===== src/rtl/emu_pkg.sv =====
// rtl/emu_pkg.sv - shared widths, FSM state type and byte-count helper for the emulation transactor
package emu_pkg;

  localparam int EMU_DATA_W = 8;

  typedef enum logic [1:0] {
    IDLE = 2'd0,
    RUN  = 2'd1,
    CAPT = 2'd2
  } emu_state_e;

  function automatic int bytes_for(input int width);
    return (width + EMU_DATA_W - 1) / EMU_DATA_W;
  endfunction

endpackage


===== src/rtl/emu_transactor_if.sv =====
// rtl/emu_transactor_if.sv - 8-bit host bus between the emulator host and the transactor
interface emu_host_if #(
  parameter int ADDR_W = 4
) ();
  import emu_pkg::*;

  logic [EMU_DATA_W-1:0] Din_emu;
  logic [ADDR_W-1:0]     Addr_emu;
  logic                  load_emu;
  logic                  get_emu;
  logic                  step_emu;
  logic [EMU_DATA_W-1:0] Dout_emu;
  logic                  busy_emu;

  modport master (
    output Din_emu, Addr_emu, load_emu, get_emu, step_emu,
    input  Dout_emu, busy_emu
  );

  modport slave (
    input  Din_emu, Addr_emu, load_emu, get_emu, step_emu,
    output Dout_emu, busy_emu
  );

endinterface


===== src/rtl/emu_transactor_step_ctrl.sv =====
// rtl/emu_transactor_step_ctrl.sv - run-N-cycles sequencer: gates the DUT clock enable, then requests one capture
module emu_step_ctrl
  import emu_pkg::*;
(
  input  logic       clk_emu,
  input  logic       rst_n_emu,
  input  logic       start,
  input  logic [7:0] step_cnt,
  output logic       busy_emu,
  output logic       dut_clk_en,
  output logic       capt
);

  emu_state_e state_q, state_d;
  logic [7:0] remaining_q, remaining_d;

  always_ff @(posedge clk_emu or negedge rst_n_emu) begin
    if (!rst_n_emu) begin
      state_q     <= IDLE;
      remaining_q <= 8'd0;
    end else begin
      state_q     <= state_d;
      remaining_q <= remaining_d;
    end
  end

  // Outputs decode straight from the state flops so the DUT enable cannot glitch.
  always_comb begin
    state_d     = state_q;
    remaining_d = remaining_q;
    busy_emu    = 1'b0;
    dut_clk_en  = 1'b0;
    capt        = 1'b0;
    unique case (state_q)
      IDLE: begin
        if (start) begin
          if (step_cnt != 8'd0) begin
            remaining_d = step_cnt;
            state_d     = RUN;
          end else begin
            state_d     = CAPT;
          end
        end
      end
      RUN: begin
        busy_emu    = 1'b1;
        dut_clk_en  = 1'b1;
        remaining_d = remaining_q - 8'd1;
        if (remaining_q == 8'd1) state_d = CAPT;
      end
      CAPT: begin
        busy_emu = 1'b1;
        capt     = 1'b1;
        state_d  = IDLE;
      end
      default: state_d = IDLE;
    endcase
  end

endmodule


===== src/rtl/emu_transactor.sv =====
// rtl/emu_transactor.sv - co-emulation transactor: host byte registers, DUT stimulus/capture packing, stepped runs
module emu_transactor
  import emu_pkg::*;
#(
  parameter int DUT_IN_W  = 4,
  parameter int DUT_OUT_W = 24,
  parameter int NUM_STIM  = bytes_for(DUT_IN_W),
  parameter int NUM_OUT   = bytes_for(DUT_OUT_W),
  parameter int ADDR_W    = 4
) (
  input  logic                 clk_emu,
  input  logic                 rst_n_emu,
  emu_host_if.slave            host,
  output logic [DUT_IN_W-1:0]  dut_in,
  input  logic [DUT_OUT_W-1:0] dut_out,
  output logic                 dut_clk_en
);

  localparam logic [ADDR_W-1:0] CTRL_ADDR = '1;
  localparam int STIM_W = EMU_DATA_W * NUM_STIM;
  localparam int OUT_W  = EMU_DATA_W * NUM_OUT;

  logic [EMU_DATA_W-1:0] stim_q [NUM_STIM];
  logic [EMU_DATA_W-1:0] cap_q  [NUM_OUT];
  logic [7:0]            step_cnt_q;
  logic [EMU_DATA_W-1:0] dout_q;

  logic [STIM_W-1:0]     stim_flat;
  logic [OUT_W-1:0]      out_pad;
  logic [EMU_DATA_W-1:0] rd_data;
  logic                  busy;
  logic                  capt;
  logic                  idle;
  logic                  start;

  assign idle  = ~busy;
  assign start = idle & host.step_emu & ~host.load_emu & ~host.get_emu;

  emu_step_ctrl u_step_ctrl (
    .clk_emu    (clk_emu),
    .rst_n_emu  (rst_n_emu),
    .start      (start),
    .step_cnt   (step_cnt_q),
    .busy_emu   (busy),
    .dut_clk_en (dut_clk_en),
    .capt       (capt)
  );

  always_comb begin
    stim_flat = '0;
    for (int k = 0; k < NUM_STIM; k++) stim_flat[k*EMU_DATA_W +: EMU_DATA_W] = stim_q[k];
  end

  // Zero-extends (or trims) the DUT outputs onto the capture byte grid.
  assign out_pad = OUT_W'(dut_out);

  always_comb begin
    rd_data = '0;
    if (host.Addr_emu == CTRL_ADDR) begin
      rd_data = {busy, 7'b0};
    end else begin
      for (int k = 0; k < NUM_OUT; k++) begin
        if (host.Addr_emu == ADDR_W'(k)) rd_data = cap_q[k];
      end
    end
  end

  always_ff @(posedge clk_emu or negedge rst_n_emu) begin
    if (!rst_n_emu) begin
      for (int k = 0; k < NUM_STIM; k++) stim_q[k] <= '0;
      for (int k = 0; k < NUM_OUT; k++)  cap_q[k]  <= '0;
      step_cnt_q <= 8'd0;
      dout_q     <= '0;
      dut_in     <= '0;
    end else begin
      dout_q <= rd_data;
      if (capt) begin
        for (int k = 0; k < NUM_OUT; k++) cap_q[k] <= out_pad[k*EMU_DATA_W +: EMU_DATA_W];
      end else if (idle) begin
        if (host.load_emu) begin
          dut_in <= DUT_IN_W'(stim_flat);
        end else if (host.get_emu) begin
          for (int k = 0; k < NUM_OUT; k++) cap_q[k] <= out_pad[k*EMU_DATA_W +: EMU_DATA_W];
        end else if (!host.step_emu) begin
          // No write strobe exists: the addressed register takes Din_emu on every quiet idle cycle.
          for (int k = 0; k < NUM_STIM; k++) begin
            if (host.Addr_emu == ADDR_W'(k)) stim_q[k] <= host.Din_emu;
          end
          if (host.Addr_emu == CTRL_ADDR) step_cnt_q <= host.Din_emu;
        end
      end
    end
  end

  assign host.Dout_emu = dout_q;
  assign host.busy_emu = busy;

endmodule


===== src/flat_wrapper.sv =====
// flat-port wrapper written by rule: the top's interface ports become plain ports
module emu_transactor_flat import emu_pkg::*;
#(
  parameter int DUT_IN_W  = 4,
  parameter int DUT_OUT_W = 24,
  parameter int NUM_STIM  = bytes_for(DUT_IN_W),
  parameter int NUM_OUT   = bytes_for(DUT_OUT_W),
  parameter int ADDR_W    = 4
)
  (clk_emu, rst_n_emu, dut_in, dut_out, dut_clk_en, host_Din_emu, host_Addr_emu, host_load_emu, host_get_emu, host_step_emu, host_Dout_emu, host_busy_emu);
  emu_host_if #(.ADDR_W(ADDR_W)) host_i ();
  input  logic clk_emu;
  input  logic rst_n_emu;
  output logic [DUT_IN_W-1:0] dut_in;
  input  logic [DUT_OUT_W-1:0] dut_out;
  output logic dut_clk_en;
  input wire logic [$bits(host_i.Din_emu)-1:0] host_Din_emu;
  input wire logic [$bits(host_i.Addr_emu)-1:0] host_Addr_emu;
  input wire logic [$bits(host_i.load_emu)-1:0] host_load_emu;
  input wire logic [$bits(host_i.get_emu)-1:0] host_get_emu;
  input wire logic [$bits(host_i.step_emu)-1:0] host_step_emu;
  output wire logic [$bits(host_i.Dout_emu)-1:0] host_Dout_emu;
  output wire logic [$bits(host_i.busy_emu)-1:0] host_busy_emu;
  assign host_i.Din_emu = host_Din_emu;
  assign host_i.Addr_emu = host_Addr_emu;
  assign host_i.load_emu = host_load_emu;
  assign host_i.get_emu = host_get_emu;
  assign host_i.step_emu = host_step_emu;
  assign host_Dout_emu = host_i.Dout_emu;
  assign host_busy_emu = host_i.busy_emu;
  emu_transactor #(.DUT_IN_W(DUT_IN_W), .DUT_OUT_W(DUT_OUT_W), .NUM_STIM(NUM_STIM), .NUM_OUT(NUM_OUT), .ADDR_W(ADDR_W)) u_core (.clk_emu(clk_emu), .rst_n_emu(rst_n_emu), .host(host_i), .dut_in(dut_in), .dut_out(dut_out), .dut_clk_en(dut_clk_en));
endmodule

===== config.mk =====
export PLATFORM = sky130hd
export DESIGN_NAME = emu_transactor_flat
export DESIGN_NICKNAME = d
export VERILOG_FILES = /design/src/rtl/emu_pkg.sv /design/src/rtl/emu_transactor_if.sv /design/src/rtl/emu_transactor_step_ctrl.sv /design/src/rtl/emu_transactor.sv /design/src/flat_wrapper.sv
export SDC_FILE = /design/constraint.sdc
export NUM_CORES = 1
export LEC_CHECK = 0
export BUFFER_PORTS_ARGS = -buffer_cell sky130_fd_sc_hd__clkbuf_2
export CORE_MARGIN = 8
export CORE_UTILIZATION = 45
export CTS_CLUSTER_DIAMETER = 30
export DETAILED_ROUTE_END_ITERATION = 12
export PLACE_DENSITY = 0.67
export SLEW_MARGIN = 20
export SYNTH_ARGS = -nofsm -noshare
export SYNTH_HDL_FRONTEND = slang
export SYNTH_SLANG_ARGS = --single-unit

===== constraint.sdc =====
create_clock -name clk_emu -period 3.1 [get_ports clk_emu]
set_clock_uncertainty 0.1 [all_clocks]
set_input_delay 0.775 -clock clk_emu [delete_from_list [all_inputs] [get_ports clk_emu]]
set_output_delay 0.775 -clock clk_emu [all_outputs]
set_load 0.005 [all_outputs]

Word level (Yosys, flattened, before mapping)
Index checks and enable logic that the tools add are counted.
{"block": "totals", "output_inout_bits": 14, "inputBits": 41, "reg_bits": 58, "elab_cells": 59}
{"block": "classes", "reduce_logical": 12, "mux": 18, "bitwise_logic": 8, "eq_ne": 11, "addsub": 1}
{"operator": "2-to-1 mux 24 bit", "n": 4}
{"operator": "2-to-1 mux 8 bit", "n": 6}
{"operator": "case mux 8 bit (2 select lines)", "n": 1}
{"operator": "AND reduction 6 bit", "n": 2}
{"operator": "AND reduction 3 bit", "n": 3}
{"operator": "== test 8 x 1 -> 1 bit, second input constant", "n": 1}
{"operator": "nonzero test 8 bit", "n": 1}
{"operator": "subtractor 8 x 1 -> 8 bit, second input constant", "n": 1}
{"operator": "2-to-1 mux 2 bit", "n": 3}
{"operator": "inequality test 2 bit, second input constant", "n": 3}
{"operator": "inverter 1 bit", "n": 5}
{"operator": "== test 4 x 1 -> 1 bit, second input constant", "n": 1}
{"operator": "== test 4 x 2 -> 1 bit, second input constant", "n": 1}
{"operator": "== test 4 bit, second input constant", "n": 1}
{"operator": "zero test 4 bit", "n": 1}
{"operator": "inequality test 2 x 1 -> 1 bit, second input constant", "n": 2}
{"operator": "case mux 2 bit (2 select lines)", "n": 1}
{"operator": "nonzero test 2 bit", "n": 2}
{"operator": "bitwise AND 1 bit", "n": 3}
{"operator": "2-to-1 mux 1 bit", "n": 3}
{"operator": "== test 2 x 1 -> 1 bit, second input constant", "n": 1}
{"operator": "== test 2 bit, second input constant", "n": 1}
{"operator": "zero test 2 bit", "n": 1}
{"operator": "AND reduction 2 bit", "n": 1}
{"operator": "OR reduction 2 bit", "n": 1}

Depth between registers and ports, before layout
Gate-level depths: netlist of the first run.
{"block": "depth", "depth_word": 9, "mapped_depth": 8, "ltp_nobuf": 6}

By module
A second synthesis of the first run with hierarchy kept.
{"block": "unflattened", "cells_unflattened": 240, "hier_area_um2": 2872.8}
{"module": "emu_transactor", "instances": 1, "seq_area_each_um2": 1201.2, "area_each_um2": 1983.2, "cells_each": 139}
{"module": "emu_step_ctrl", "instances": 1, "seq_area_each_um2": 250.2, "area_each_um2": 889.6, "cells_each": 101}

Worst setup path before layout of the first run
OpenSTA, ideal clock, no wires.
{"block": "synth_timing", "kind": "register -> register", "start": "reg u_core.u_step_ctrl.state_q[0]", "end": "reg u_core.u_step_ctrl.remaining_q[3]", "arrival_time_ns": 2.099, "stages_incl_launch_ff": 9, "setup_time_ns": 0.131, "path_buffers": 2, "path_slack_ns": 0.769, "t_required_ns": 2.869, "cell_sequence": "dfrtp_1 > inv_1 > ha_1 > or4b_1 > buf_2 > a211oi_4 > or2_1 > buf_4 > a22oi_1"}
{"block": "synth_via", "elab_chain_cells": 9, "elab_cells_between_ends": 14, "classes_between": "eq/ne: 4; mux: 2; bitwise: 4; reduce/logical: 4"}
{"element": "from (decl)", "line": "emu_transactor_step_ctrl.sv:14", "text": "emu_state_e state_q, state_d;"}
{"element": "from (signal assigned)", "line": "emu_transactor_step_ctrl.sv:22", "text": "state_q <= state_d;"}
{"element": "== test 2 x 1 -> 1 bit or == test 2 bit (tied branches)", "line": "emu_transactor_step_ctrl.sv:34", "text": "unique case (state_q)"}
{"element": "OR reduction 2 bit (no source line) (*)"}
{"element": "2-to-1 mux 1 bit (*)", "line": "emu_transactor_step_ctrl.sv:34"}
{"element": "net host_busy_emu", "line": "flat_wrapper.sv:23", "text": "output wire logic [$bits(host_i.busy_emu)-1:0] host_busy_emu;"}
{"element": "inverter 1 bit (no source line) (*)"}
{"element": "bitwise AND 1 bit (*) (3 in a row)", "line": "emu_transactor.sv:37", "text": "assign start = idle & host.step_emu & ~host.load_emu & ~host.get_emu;"}
{"element": "inequality test 2 x 1 -> 1 bit (no source line) (*)"}
{"element": "AND reduction 3 bit (no source line) (*)"}
{"element": "to (signal assigned)", "line": "emu_transactor_step_ctrl.sv:23", "text": "remaining_q <= remaining_d;"}
{"element": "to (decl)", "line": "emu_transactor_step_ctrl.sv:15", "text": "logic [7:0] remaining_q, remaining_d;"}
The timed path passes the listed nets; every way through them passes the cells marked *.
A chain may end at the register's enable or synchronous reset.

Final worst setup path of the first run
{"block": "layout_timing", "start": "reg u_core.u_step_ctrl.state_q[0]", "end": "reg u_core.u_step_ctrl.remaining_q[2]"}
{"block": "layout_via", "elab_chain_cells": 9, "elab_cells_between_ends": 14, "classes_between": "eq/ne: 4; mux: 2; bitwise: 4; reduce/logical: 4"}
{"element": "== test 2 x 1 -> 1 bit or == test 2 bit (tied branches)", "line": "emu_transactor_step_ctrl.sv:34"}
{"element": "OR reduction 2 bit (no source line)"}
{"element": "2-to-1 mux 1 bit", "line": "emu_transactor_step_ctrl.sv:34"}
{"element": "inverter 1 bit (no source line)"}
{"element": "bitwise AND 1 bit (3 in a row)", "line": "emu_transactor.sv:37"}
{"element": "inequality test 2 x 1 -> 1 bit (no source line)"}
{"element": "AND reduction 3 bit (no source line)"}
Several ways; a longest one is shown, not always the timed one.

==> results of run 1 <==
logic make-up after synthesis:
kind of cell | Yosys count | synth area share, %
flops | 58 | 53.5
mux | 49 | 20.0
buf+inv | 25 | 3.69
fa+ha+maj | 6 | 2.77
simple gates | 49 | 9.51
compound gates | 43 | 10.5
cell usage in the layout (no fill, tap or decap), types with 6 or more instances in the layout:
cell	Yosys	layout
a21oi_1	14	14
clkbuf_2	0	54
clkbuf_8	0	13
dfrtp_1	58	58
ha_1	6	6
inv_1	12	12
mux2_2	41	41
mux2i_1	8	8
nor2_1	15	14
nor3_1	11	11
o21ai_0	8	8
how the worst min path moves through the flow:
stage / end / depth (start not counted) / slack, ns / start
detailed placement: u_core.stim_flat[1] / 1 / 0.39 / u_core.stim_flat[1]
global route: u_core.cap_q[18] / 1 / 0.42 / u_core.cap_q[18]
finish: u_core.dut_in[2] / 1 / 0.41 / u_core.dut_in[2]
CTS: u_core.dut_in[2] / 1 / 0.41 / u_core.dut_in[2]
global placement: u_core.stim_flat[3] / 1 / 0.39 / u_core.stim_flat[3]
floorplan: u_core.stim_flat[0] / 1 / 0.37 / u_core.stim_flat[0]
sequential cells by signal, summed over array words and instances, names as in the netlist:
register / count
u_core.host.Dout_emu: 8
u_core.step_cnt_q: 8
u_core.cap_q: 24
u_core.u_step_ctrl.remaining_q: 8
u_core.u_step_ctrl.state_q: 2
u_core.stim_flat: 4
u_core.dut_in: 4
layer usage:
metal	part of all wire, %	GRT usage [%]	wire length [µm]	vias up
li1	-	-	-	946
met1	41	17.5	2450	970
met2	51	23.4	3020	47
met3	5.6	4.57	332	8
met4	1.7	6.47	98	0
met5	0	0	0	-
worst register-to-register path, cell delays in order, from the launching register on:
cell	delay, ns
dfrtp_1	0.40
inv_1	0.08
ha_1	0.36
or4b_1	0.67
a211oi_4	0.45
or2_1	0.30
a22oi_1	0.14
stage by stage:
stage / setup slack, ns / cells / utilization (%)
after global placement: 0.514 / 352 / 52.3
after detailed placement: 0.493 / 352 / 52.3
after CTS: 0.490 / 368 / 55.7
after floorplan: 0.769 / 230 / -
final: 0.471 / 368 / 55.7
after global routing: 0.285 / 368 / 55.7
final cells by class:
type,count,area (µm²)
clock buffers,13,179
fillers,513,2610
multi-input cells,147,1160
inverters,13,48.8
flip-flops and latches,58,1450
well taps,75,93.8
repair buffers,59,320
clock inverters,3,21.3
power by group through the flow:
| stage | Combinational [mW] | Sequential [mW] | Clock (mW) |
|---|---|---|---|
| finish | 0.983 | 1.22 | 0.660 |
| global route | 1.09 | 1.27 | 0.720 |
| CTS | 0.990 | 1.22 | 0.682 |
| detailed placement | 0.983 | 1.23 | 0 |
| global placement | 0.957 | 1.22 | 0 |
| floorplan | 0.726 | 1.18 | 0 |
==> summary.md, run 1 <==
| Metric | Value |
|---|---|
| Static Leakage | 1.58 nW |
| Std-Cell Rows | 28 |
| Routability Congestion | 0.807 |
| Design Area, Final | 0.00328 mm² |
| FF-to-FF Start | u_core.u_step_ctrl.state_q[0] |
| Outcome | finished clean |
| CP required | 3.19 ns |
| First-pass GRT wire length | 9.94 mm |
| Hold Slack | 0.406 ns |
| Initial core utilization | 46.1% |
| Cell with the largest stage delay on the worst path | or4b_1 |
| Total negative slack | 0 ns |
| Worst Tran Pin Value | 0.788 ns |
| Avg Cell Area, Syn | between 10 and 15 µm² |
| H-Tree Depth | 3 |
| FF+latch count, synth | 58 |
| Clk buf depth | 2 |
| WL per Instance | 16.0 µm |
| Post-detail-place hpwl | 4.31 mm |
| Total Routed Length | 5.90 mm |
| # IOs | between 50 and 60 |
| Reg2reg end | u_core.u_step_ctrl.remaining_q[2] |
| Share of cells above drive strength 1 | 40.3% |
| Slowest cell delay on critical path | 0.67 ns |
| CTS resizes | 0 |
| Area growth syn-to-layout | 20.9% |
| Buf/Inv on CP | 1 |
| Total GRT Usage | 14.6% |
| Share of total power in the clock network | a little under a quarter |
| Cells after Synth | 230 |
| Mapped Nets | 277 |
| Placed instance area | a little over 0.003 mm² |
| Reg2Reg Depth | 6 |
| Die width | about 94 µm |
| Num Clock Sinks | 58 |
| Sequential Power Share | 42.6% |
| Slew Viols, Final | 0 |
| Drt pass-1 iters | 4 |
| Worst VDD drop | 0.462 mV |
| Pwr per Cell Area | 873 mW/mm² |
| Synthesized cell area | 0.00271 mm² |
| Net Switching | 0.938 mW |
| Ant diodes | 0 |
| Crit path to | u_core.u_step_ctrl.remaining_q[2] |
| Final period util | 84.8% |
| CP arrival | 2.72 ns |
| Net Sw Frac | 32.8% |
| Top FF cell, synth | dfrtp_1 |
| Yosys warns | 0 |
| Height of the die | 93.6 µm |
| Levels on crit path | 6 |
| Clock transition at path regs | roughly 0.060 ns |
| Max_cap viols | 0 |
| Largest net degree at the start of global routing | 59 |
| Final min period | 2.63 ns |
| Area share of the largest cell type after synthesis | between 50% and 60% |
| Critical path launch point type | flop |
| Core area | 0.00589 mm² |
| Post-synth EDFFs | 0 |
| Crit path kind | flop to flop |
| Drt drc | 0 |
| Worst Setup SP | u_core.u_step_ctrl.state_q[0] |
| Setup Viol. Count Final | 0 |
| Total number of vias | 1,971 |
| Cts hold-fix bufs | 0 |
| Via/cell ratio | about 5.4 |
| Antenna Nets Post-Route | 0 |
| Comb pwr share | about a third |
| Synth top area cells | dfrtp_1 (54%), mux2_2 (17%), mux2i_1 (3.0%) |
| Setup crit end kind | flop |
| Most common cell in the synthesized netlist | dfrtp_1 |
| DIE AREA | 0.00876 mm² |
| CP max FO | 10 |
| Initial DRC count | just under 90 |
| Vias in the first global route | 2,045 |
| Port Buffers | 54 |
| Setup slack, reg-to-reg | 0.47 ns |
| Ys async rst share | 100% |
| Critical path's top delay family | simple AND/OR/NAND/NOR gates |
| Total grt overflow | 0 |
| Fmax | 380 MHz |
| RSZ-0062 raised after global routing | no |
| CTS tree | done |
| Final hold vios | 0 |
| Num CTS Buffers | 9 |
| Slew headroom | 47.0% |
| Post-synth cell types | 42 |
| Root Driver | clkbuf_8 |
| Critical path cell sequence | inv_1 -> ha_1 -> or4b_1 -> a211oi_4 -> or2_1 -> a22oi_1 |
| Synth area leader | dfrtp_1 |
| Seq/Total Area, Yosys | between 50% and 60% |
| Synth top cells by count | dfrtp_1 (58), mux2_2 (41), nor2_1 (15) |
| Setup Fix Bufs, Post-CTS | 0 |
| Overall power | 2.86 mW |
| Initial antenna violation count | 0 |
| Clk Latency, worst-skew pair | 0.33 ns |
| Int Power | 1.92 mW |
| Nets | 335 |
| Hold crit path type | flop to flop |
(Power assumes the default switching activity.)
==> inputs of run 2 (changes only) <==
--- a/config.mk
+++ b/config.mk
@@ -5,12 +5,13 @@
 export SDC_FILE = /design/constraint.sdc
 export NUM_CORES = 1
 export LEC_CHECK = 0
+export ABC_AREA = 1
 export BUFFER_PORTS_ARGS = -buffer_cell sky130_fd_sc_hd__clkbuf_2
 export CORE_MARGIN = 8
 export CORE_UTILIZATION = 45
 export CTS_CLUSTER_DIAMETER = 30
 export DETAILED_ROUTE_END_ITERATION = 12
-export PLACE_DENSITY = 0.67
+export PLACE_DENSITY = 0.7
 export SLEW_MARGIN = 20
 export SYNTH_ARGS = -nofsm -noshare
 export SYNTH_HDL_FRONTEND = slang
==> constraint.sdc (replaced) <==
create_clock -name clk_emu -period 2.35 [get_ports clk_emu]
set_clock_uncertainty 0.1 [all_clocks]
set_input_delay 0.5875 -clock clk_emu [delete_from_list [all_inputs] [get_ports clk_emu]]
set_output_delay 0.5875 -clock clk_emu [all_outputs]
set_load 0.005 [all_outputs]
==> summary.md, run 2 <==
| Metric | Value |
|---|---|
| Critical path launch point type | flop |
| Fin worst setup slack | 0.283 ns (-0.187 ns) |
| FF+latch count, synth | 58 (unchanged) |
| Cts hold-fix bufs | 0 (unchanged) |
| Crit path kind | flop to primary output |
| Yosys warns | 0 (unchanged) |
| Worst Tran Pin Value | 0.329 ns (-0.459 ns) |
| Slew headroom | 78.0% (+31 points) |
| Slew Viols, Final | 0 (unchanged) |
| WL per Instance | 13.1 µm (-18%) |
| H-Tree Depth | 3 (unchanged) |
| Num Clock Sinks | 58 (unchanged) |
| Drt drc | 0 (unchanged) |
| Avg Cell Area, Syn | 8.86 µm² (-25%) |
| Total negative slack | 0 ns (unchanged) |
| CP required | 1.66 ns (-1.53 ns) |
| Synth area leader | dfrtp_1 |
| Initial antenna violation count | 0 (unchanged) |
| Most common cell after layout, fill and taps aside | nand2_1 |
| RSZ-0062 raised after global routing | no |
| Net Switching | 1.54 mW (+64%) |
| Cell with the largest stage delay on the worst path | ha_1 |
| Setup Viol. Count Final | 0 (unchanged) |
| Design Area, Final | 0.00343 mm² (+4.6%) |
| Die width | 96.0 µm (+2.5%) |
| CTS tree | done |
| Root Driver | clkbuf_8 |
| Post-synth cell types | 27 (-36%) |
| # IOs | 55 (unchanged) |
| CTS resizes | 0 (unchanged) |
| Sequential Power Share | 38.9% (-3.7 points) |
| Clk buf depth | 2 (unchanged) |
| Buf/Inv on CP | 2 (+1) |
| Initial core utilization | 45.9% (-0.20 points) |
| Post-detail-place hpwl | 4.60 mm (+6.8%) |
| Clk Latency, worst-skew pair | 0.33 ns (about the same) |
| Total number of vias | 2,260 (+15%) |
| Critical path's top delay family | adder cells |
| Overall power | 3.98 mW (+39%) |
| Num CTS Buffers | 9 (unchanged) |
| Fmax | about 480 MHz |
| Total grt overflow | 0 (unchanged) |
| Initial DRC count | 105 (+18%) |
| Share of cells above drive strength 1 | 29.7% (-11 points) |
| DIE AREA | 0.00921 mm² (+5.1%) |
| Final hold vios | 0 (unchanged) |
| Nets | 433 (+29%) |
| Post-synth EDFFs | 0 (unchanged) |
| First-pass GRT wire length | 10.5 mm (+5.9%) |
| Max reg flops | 24 (unchanged) |
| Layout Cells excl Fill | 467 (+27%) |
| Most frequent cells in the layout | nand2_1 (79), dfrtp_1 (58), clkbuf_2 (54), inv_1 (50), nor2_1 (26) |
| Comb pwr share | 39.0% (+4.7 points) |
| Hold crit path type | input pin to async pin |
| Ant diodes | 0 (unchanged) |
| Area share of the largest cell type after synthesis | 50.4% (-3.1 points) |
| Net Sw Frac | 38.5% (+5.8 points) |
| Synth top cells by count | nand2_1 (79), dfrtp_1 (58), inv_1 (50) |
| Drt pass-1 iters | 4 (unchanged) |
| Total Routed Length | 6.13 mm (+3.8%) |
| Synth top area cells | dfrtp_1 (50%), nand2_1 (10%), inv_1 (6.5%) |
| Worst VDD drop | 0.867 mV (+88%) |
| CP arrival | 1.38 ns (-1.34 ns) |
| Mapped Nets | 372 (+34%) |
| Largest net degree at the start of global routing | 59 (unchanged) |
| Final period util | 87.9% |
| Max_cap viols | 0 (unchanged) |
| Top FF cell, synth | dfrtp_1 |
| Core Util, Final | 54.6% (-1.1 points) |
| CP max FO | 4 (-6) |
| Slowest cell delay on critical path | 0.41 ns (-0.26 ns) |
| Final min period | 2.07 ns |
| Hold Slack | 0.152 ns (-0.255 ns) |
| Pre-CTS setup slack | 0.470 ns (-0.0225 ns) |
| Via/cell ratio | 4.84 (-9.6%) |
| Total GRT Usage | 14.8% (+0.22 points) |
| Most flop-heavy register | u_core.cap_q |
| Core area | 0.00628 mm² (+6.7%) |
| Seq/Total Area, Yosys | 50.4% (-3.1 points) |
| Outcome | finished clean |
| Cells after Synth | 325 (+41%) |
| Static Leakage | 1.81 nW (+15%) |
| Port Buffers | 54 (unchanged) |
| Most common cell in the synthesized netlist | nand2_1 |
| Int Power | 2.45 mW (+27%) |
| Antenna Nets Post-Route | 0 (unchanged) |
| Clock transition at path regs | 0.06 ns (about the same) |
| Critical path cell sequence | inv_1 -> ha_1 -> clkbuf_2 |
| Placed instance area | 0.00324 mm² (+5.4%) |
| Synthesized cell area | 0.00288 mm² (+6.2%) |
| Dpl cells | 452 (+28%) |
| Height of the die | 96.0 µm (+2.5%) |
| Routability Congestion | 0.812 (+0.56%) |
| Area growth syn-to-layout | 19.1% |
| Setup crit end kind | primary output |
| Std-Cell Rows | 29 (+3.6%) |
| Vias in the first global route | 2,298 (+12%) |
| Pwr per Cell Area | 1160 mW/mm² (+33%) |
| Setup Fix Bufs, Post-CTS | 0 (unchanged) |
| Ys async rst share | 100% (unchanged) |
| Fillers | 580 (+13%) |
| Share of total power in the clock network | 22.1% (-1.0 points) |
[run 2: cell types whose count changed in the layout (fill, tap and decap cells not counted), sizes merged, moves of 4 or more]
cell,change
nand2,+78
nand3,+12
nor3,-8
mux2,-41
nor2,+16
a22oi,-5
mux2i,-7
nand4,+4
o21ai,+29
inv,+41
o221ai,+7
[run 2: routing by layer]
layer,vias to the layer above,GRT usage (%),share of wire [%]
met1,1044,19.0,46
li1,1156,-,-
met4,0,8.19,2.0
met2,51,22.2,47
met5,-,0,0
met3,9,3.82,5.3
[run 2: path summary, 6_finish.rpt]
| kind | start | slack [ns] | depth (start not counted) | to |
|---|---|---|---|---|
| worst min-delay path | rst_n_emu | 0.15 | 2 | u_core.host.Dout_emu[3] |
| max in group asynchronous | rst_n_emu | 1.74 | 2 | u_core.step_cnt_q[5] |
| worst max register to register | u_core.u_step_ctrl.state_q[0] | 0.47 | 8 | u_core.u_step_ctrl.remaining_q[2] |
| min in group clk_emu | dut_out[21] | 0.38 | 3 | u_core.cap_q[5] |
| worst min register to register | u_core.u_step_ctrl.remaining_q[7] | 0.38 | 2 | u_core.u_step_ctrl.remaining_q[7] |
| worst max-delay path | u_core.u_step_ctrl.state_q[0] | 0.28 | 3 | host_busy_emu |
[run 2: cell families (layout without fill, tap and decap cells)]
family | Yosys count | in the layout | share of synthesized area (%)
simple gates | 135 | 135 | 21.3
compound gates | 63 | 63 | 16.0
buf+inv | 61 | 126 | 9.04
flops | 58 | 58 | 50.4
fa+ha+maj | 6 | 6 | 2.61
xor+xnor | 1 | 1 | 0.304
mux | 1 | 1 | 0.348
[run 2: power groups by stage]
stage	Combinational (mW)	Clock (mW)	Sequential (mW)
after floorplan	1.19	0	1.52
after global placement	1.52	0	1.56
after detailed placement	1.56	0	1.57
after CTS	1.57	0.909	1.55
after global routing	1.77	0.947	1.60
final	1.56	0.879	1.55
[run 2: final cells by class]
type | count | area [µm²] | share of cell area (%)
Clock buffer | 12 | 145 | 4.23
Clock inverter | 3 | 40.0 | 1.17
Inverter | 54 | 203 | 5.91
Multi-Input combinational cell | 206 | 1170 | 34.3
Sequential cell | 58 | 1450 | 42.3
Tap cell | 77 | 96.3 | 2.81
Timing Repair Buffer | 57 | 318 | 9.27
==> inputs of run 3 (changes only) <==
--- a/config.mk
+++ b/config.mk
@@ -5,7 +5,6 @@
 export SDC_FILE = /design/constraint.sdc
 export NUM_CORES = 1
 export LEC_CHECK = 0
-export ABC_AREA = 1
 export BUFFER_PORTS_ARGS = -buffer_cell sky130_fd_sc_hd__clkbuf_2
 export CORE_MARGIN = 8
 export CORE_UTILIZATION = 45
==> summary.md, run 3 (synthesis gave the netlist of run 1 again) <==
| Metric | Value |
|---|---|
| Outcome | finished clean |
| Slew Viols, Final | 0 (unchanged) |
| DIE AREA | 0.00876 mm² (-4.9%) |
| Total negative slack | 0 ns (unchanged) |
| H-Tree Depth | 3 (unchanged) |
| Crit path kind | flop to flop |
| Max reg flops | 24 (unchanged) |
| Fmax | 458 MHz (-5.4%) |
| Core area | 0.00589 mm² (-6.2%) |
| Total GRT Usage | 15.3% (+0.55 points) |
| Overall power | 3.94 mW (-1.1%) |
| Clk buf depth | 2 (unchanged) |
| Routability Congestion | 0.797 (-1.8%) |
| CP arrival | 2.33 ns (+0.95 ns) |
| Clock transition at path regs | 0.06 ns (about the same) |
| Reg area | 0.00145 mm² (unchanged) |
| Final min period | 2.19 ns (+0.118 ns) |
| Setup Viol. Count Final | 0 (unchanged) |
| Nets | 351 (-19%) |
| Area of the multi-input gates | 0.00117 mm² (-0.53%) |
| Initial core utilization | 46.1% (+0.20 points) |
| Initial DRC count | 126 (+20%) |
| Share of cells above drive strength 1 | 43.5% (+14 points) |
| Setup slack, reg-to-reg | 0.16 ns (-0.31 ns) |
| Worst VDD drop | 0.557 mV (-36%) |
| Largest net degree at the start of global routing | 59 (unchanged) |
| Pwr per Cell Area | 1160 mW/mm² (-0.43%) |
| Pre-CTS setup slack | 0.112 ns (-0.358 ns) |
| Die width | 93.6 µm (-2.5%) |
| CP required | 2.49 ns (+0.83 ns) |
| Final hold vios | 0 (unchanged) |
| Hold crit path type | input pin to async pin |
| Most common cell after layout, fill and taps aside | dfrtp_1 |
| Final period util | 93.0% (+5.0 points) |
| Num CTS Buffers | 9 (unchanged) |
| CTS tree | done |
| Drt pass-1 iters | 4 (unchanged) |
| # IOs | 55 (unchanged) |
| Antenna Nets Post-Route | 0 (unchanged) |
| Fin worst setup slack | 0.165 ns (-0.118 ns) |
| Initial antenna violation count | 0 (unchanged) |
| Post-detail-place hpwl | 4.47 mm (-2.8%) |
| WL per Instance | 16.2 µm (+24%) |
| Worst Tran Pin Value | 0.562 ns (+0.234 ns) |
| Num Clock Sinks | 58 (unchanged) |
| RSZ-0062 raised after global routing | no |
| First-pass GRT wire length | 10.5 mm (-0.27%) |
| Most frequent cells in the layout | dfrtp_1 (58), clkbuf_2 (54), mux2_2 (41), buf_4 (20) |
| Static Leakage | 1.66 nW (-8.1%) |
| Setup crit end kind | flop |
| Fillers | 515 (-11%) |
| Via/cell ratio | 5.34 (+10%) |
| Total Routed Length | 6.21 mm (+1.3%) |
| Ant diodes | 0 (unchanged) |
| Area growth syn-to-layout | 25.7% |
| Most flop-heavy register | u_core.cap_q |
| Critical path launch point type | flop |
| Root Driver | clkbuf_8 |
| Height of the die | 93.6 µm (-2.5%) |
| Clk Latency, worst-skew pair | 0.33 ns (about the same) |
| Total number of vias | 2,045 (-9.5%) |
| Vias in the first global route | 2,147 (-6.6%) |
| Max_cap viols | 0 (unchanged) |
| Port Buffers | 54 (unchanged) |
| Drt drc | 0 (unchanged) |
| Slew headroom | 62.2% (-16 points) |
| Std-Cell Rows | 28 (-3.4%) |
| Total grt overflow | 0 (unchanged) |
| CP max FO | 9 (+5) |
| Cts hold-fix bufs | 0 (unchanged) |
run 3: cell types whose count changed in the layout (fill, tap and decap cells not counted), moves of 14 or more:
cell	before	now
a21oi_2	17	0
a21oi_1	0	14
mux2_2	0	41
inv_1	50	12
buf_4	1	20
nand2_1	79	3
run 3: per-stage QoR:
step / std cells / utilization, % / instance area, µm² / hold WS, ns
2_1_floorplan: 230 / - / 2710 / 0.192
4_1_cts: 382 / 57.7 / 3390 / 0.160
3_3_place_gp: 367 / 54.2 / 3190 / 0.386
5_1_grt: 383 / 57.9 / 3410 / 0.176
3_5_place_dp: 367 / 54.2 / 3190 / 0.390
6_report: 383 / 57.9 / 3410 / 0.153
run 3: worst paths after layout:
check                                              startpoint                           endpoint  cells past startpoint
worst max-delay path            u_core.u_step_ctrl.state_q[0]  u_core.u_step_ctrl.remaining_q[4]                      7
worst min-delay path                                rst_n_emu                    u_core.cap_q[0]                      2
worst max register to register  u_core.u_step_ctrl.state_q[0]  u_core.u_step_ctrl.remaining_q[4]                      7
worst min register to register               u_core.cap_q[21]                   u_core.cap_q[21]                      1
max in group asynchronous                           rst_n_emu               u_core.step_cnt_q[7]                      2
min in group clk_emu                              dut_out[20]                    u_core.cap_q[4]                      2
run 3: layout make-up:
cell class / instances / area share [%]
flip-flops and latches: 58 / 42.6
multi-input cells: 147 / 34.3
repair buffers: 75 / 12.9
clock buffers: 13 / 4.96
well taps: 75 / 2.75
inverters: 13 / 1.43
clock inverters: 2 / 1.03
run 3: routing by layer:
layer | GRT usage, % | wire (µm)
met1 | 19.0 | 2720
met2 | 23.9 | 3060
met3 | 4.49 | 288
met4 | 7.53 | 138
met5 | 0 | 0
run 3: worst max-delay path, stage by stage, from the launching register on:
cell and delay [ns]:
dfrtp_1 0.37, inv_1 0.07, ha_1 0.31, or4b_4 0.57, a211oi_4 0.23, buf_4 0.19, o22ai_1 0.09, a22oi_1 0.17
run 3: repair_timing:
item	in CTS	in global routing
endpoints found under the setup margin	0	6
buffers inserted	0	1
hold endpoints to repair	0	0
resized for setup	0	2
run 3: power by group:
group,internal (mW),switching [mW],leakage (nW)
logic,0.735,0.644,0.827
registers,1.38,0.236,0.729
clock network,0.569,0.380,0.106
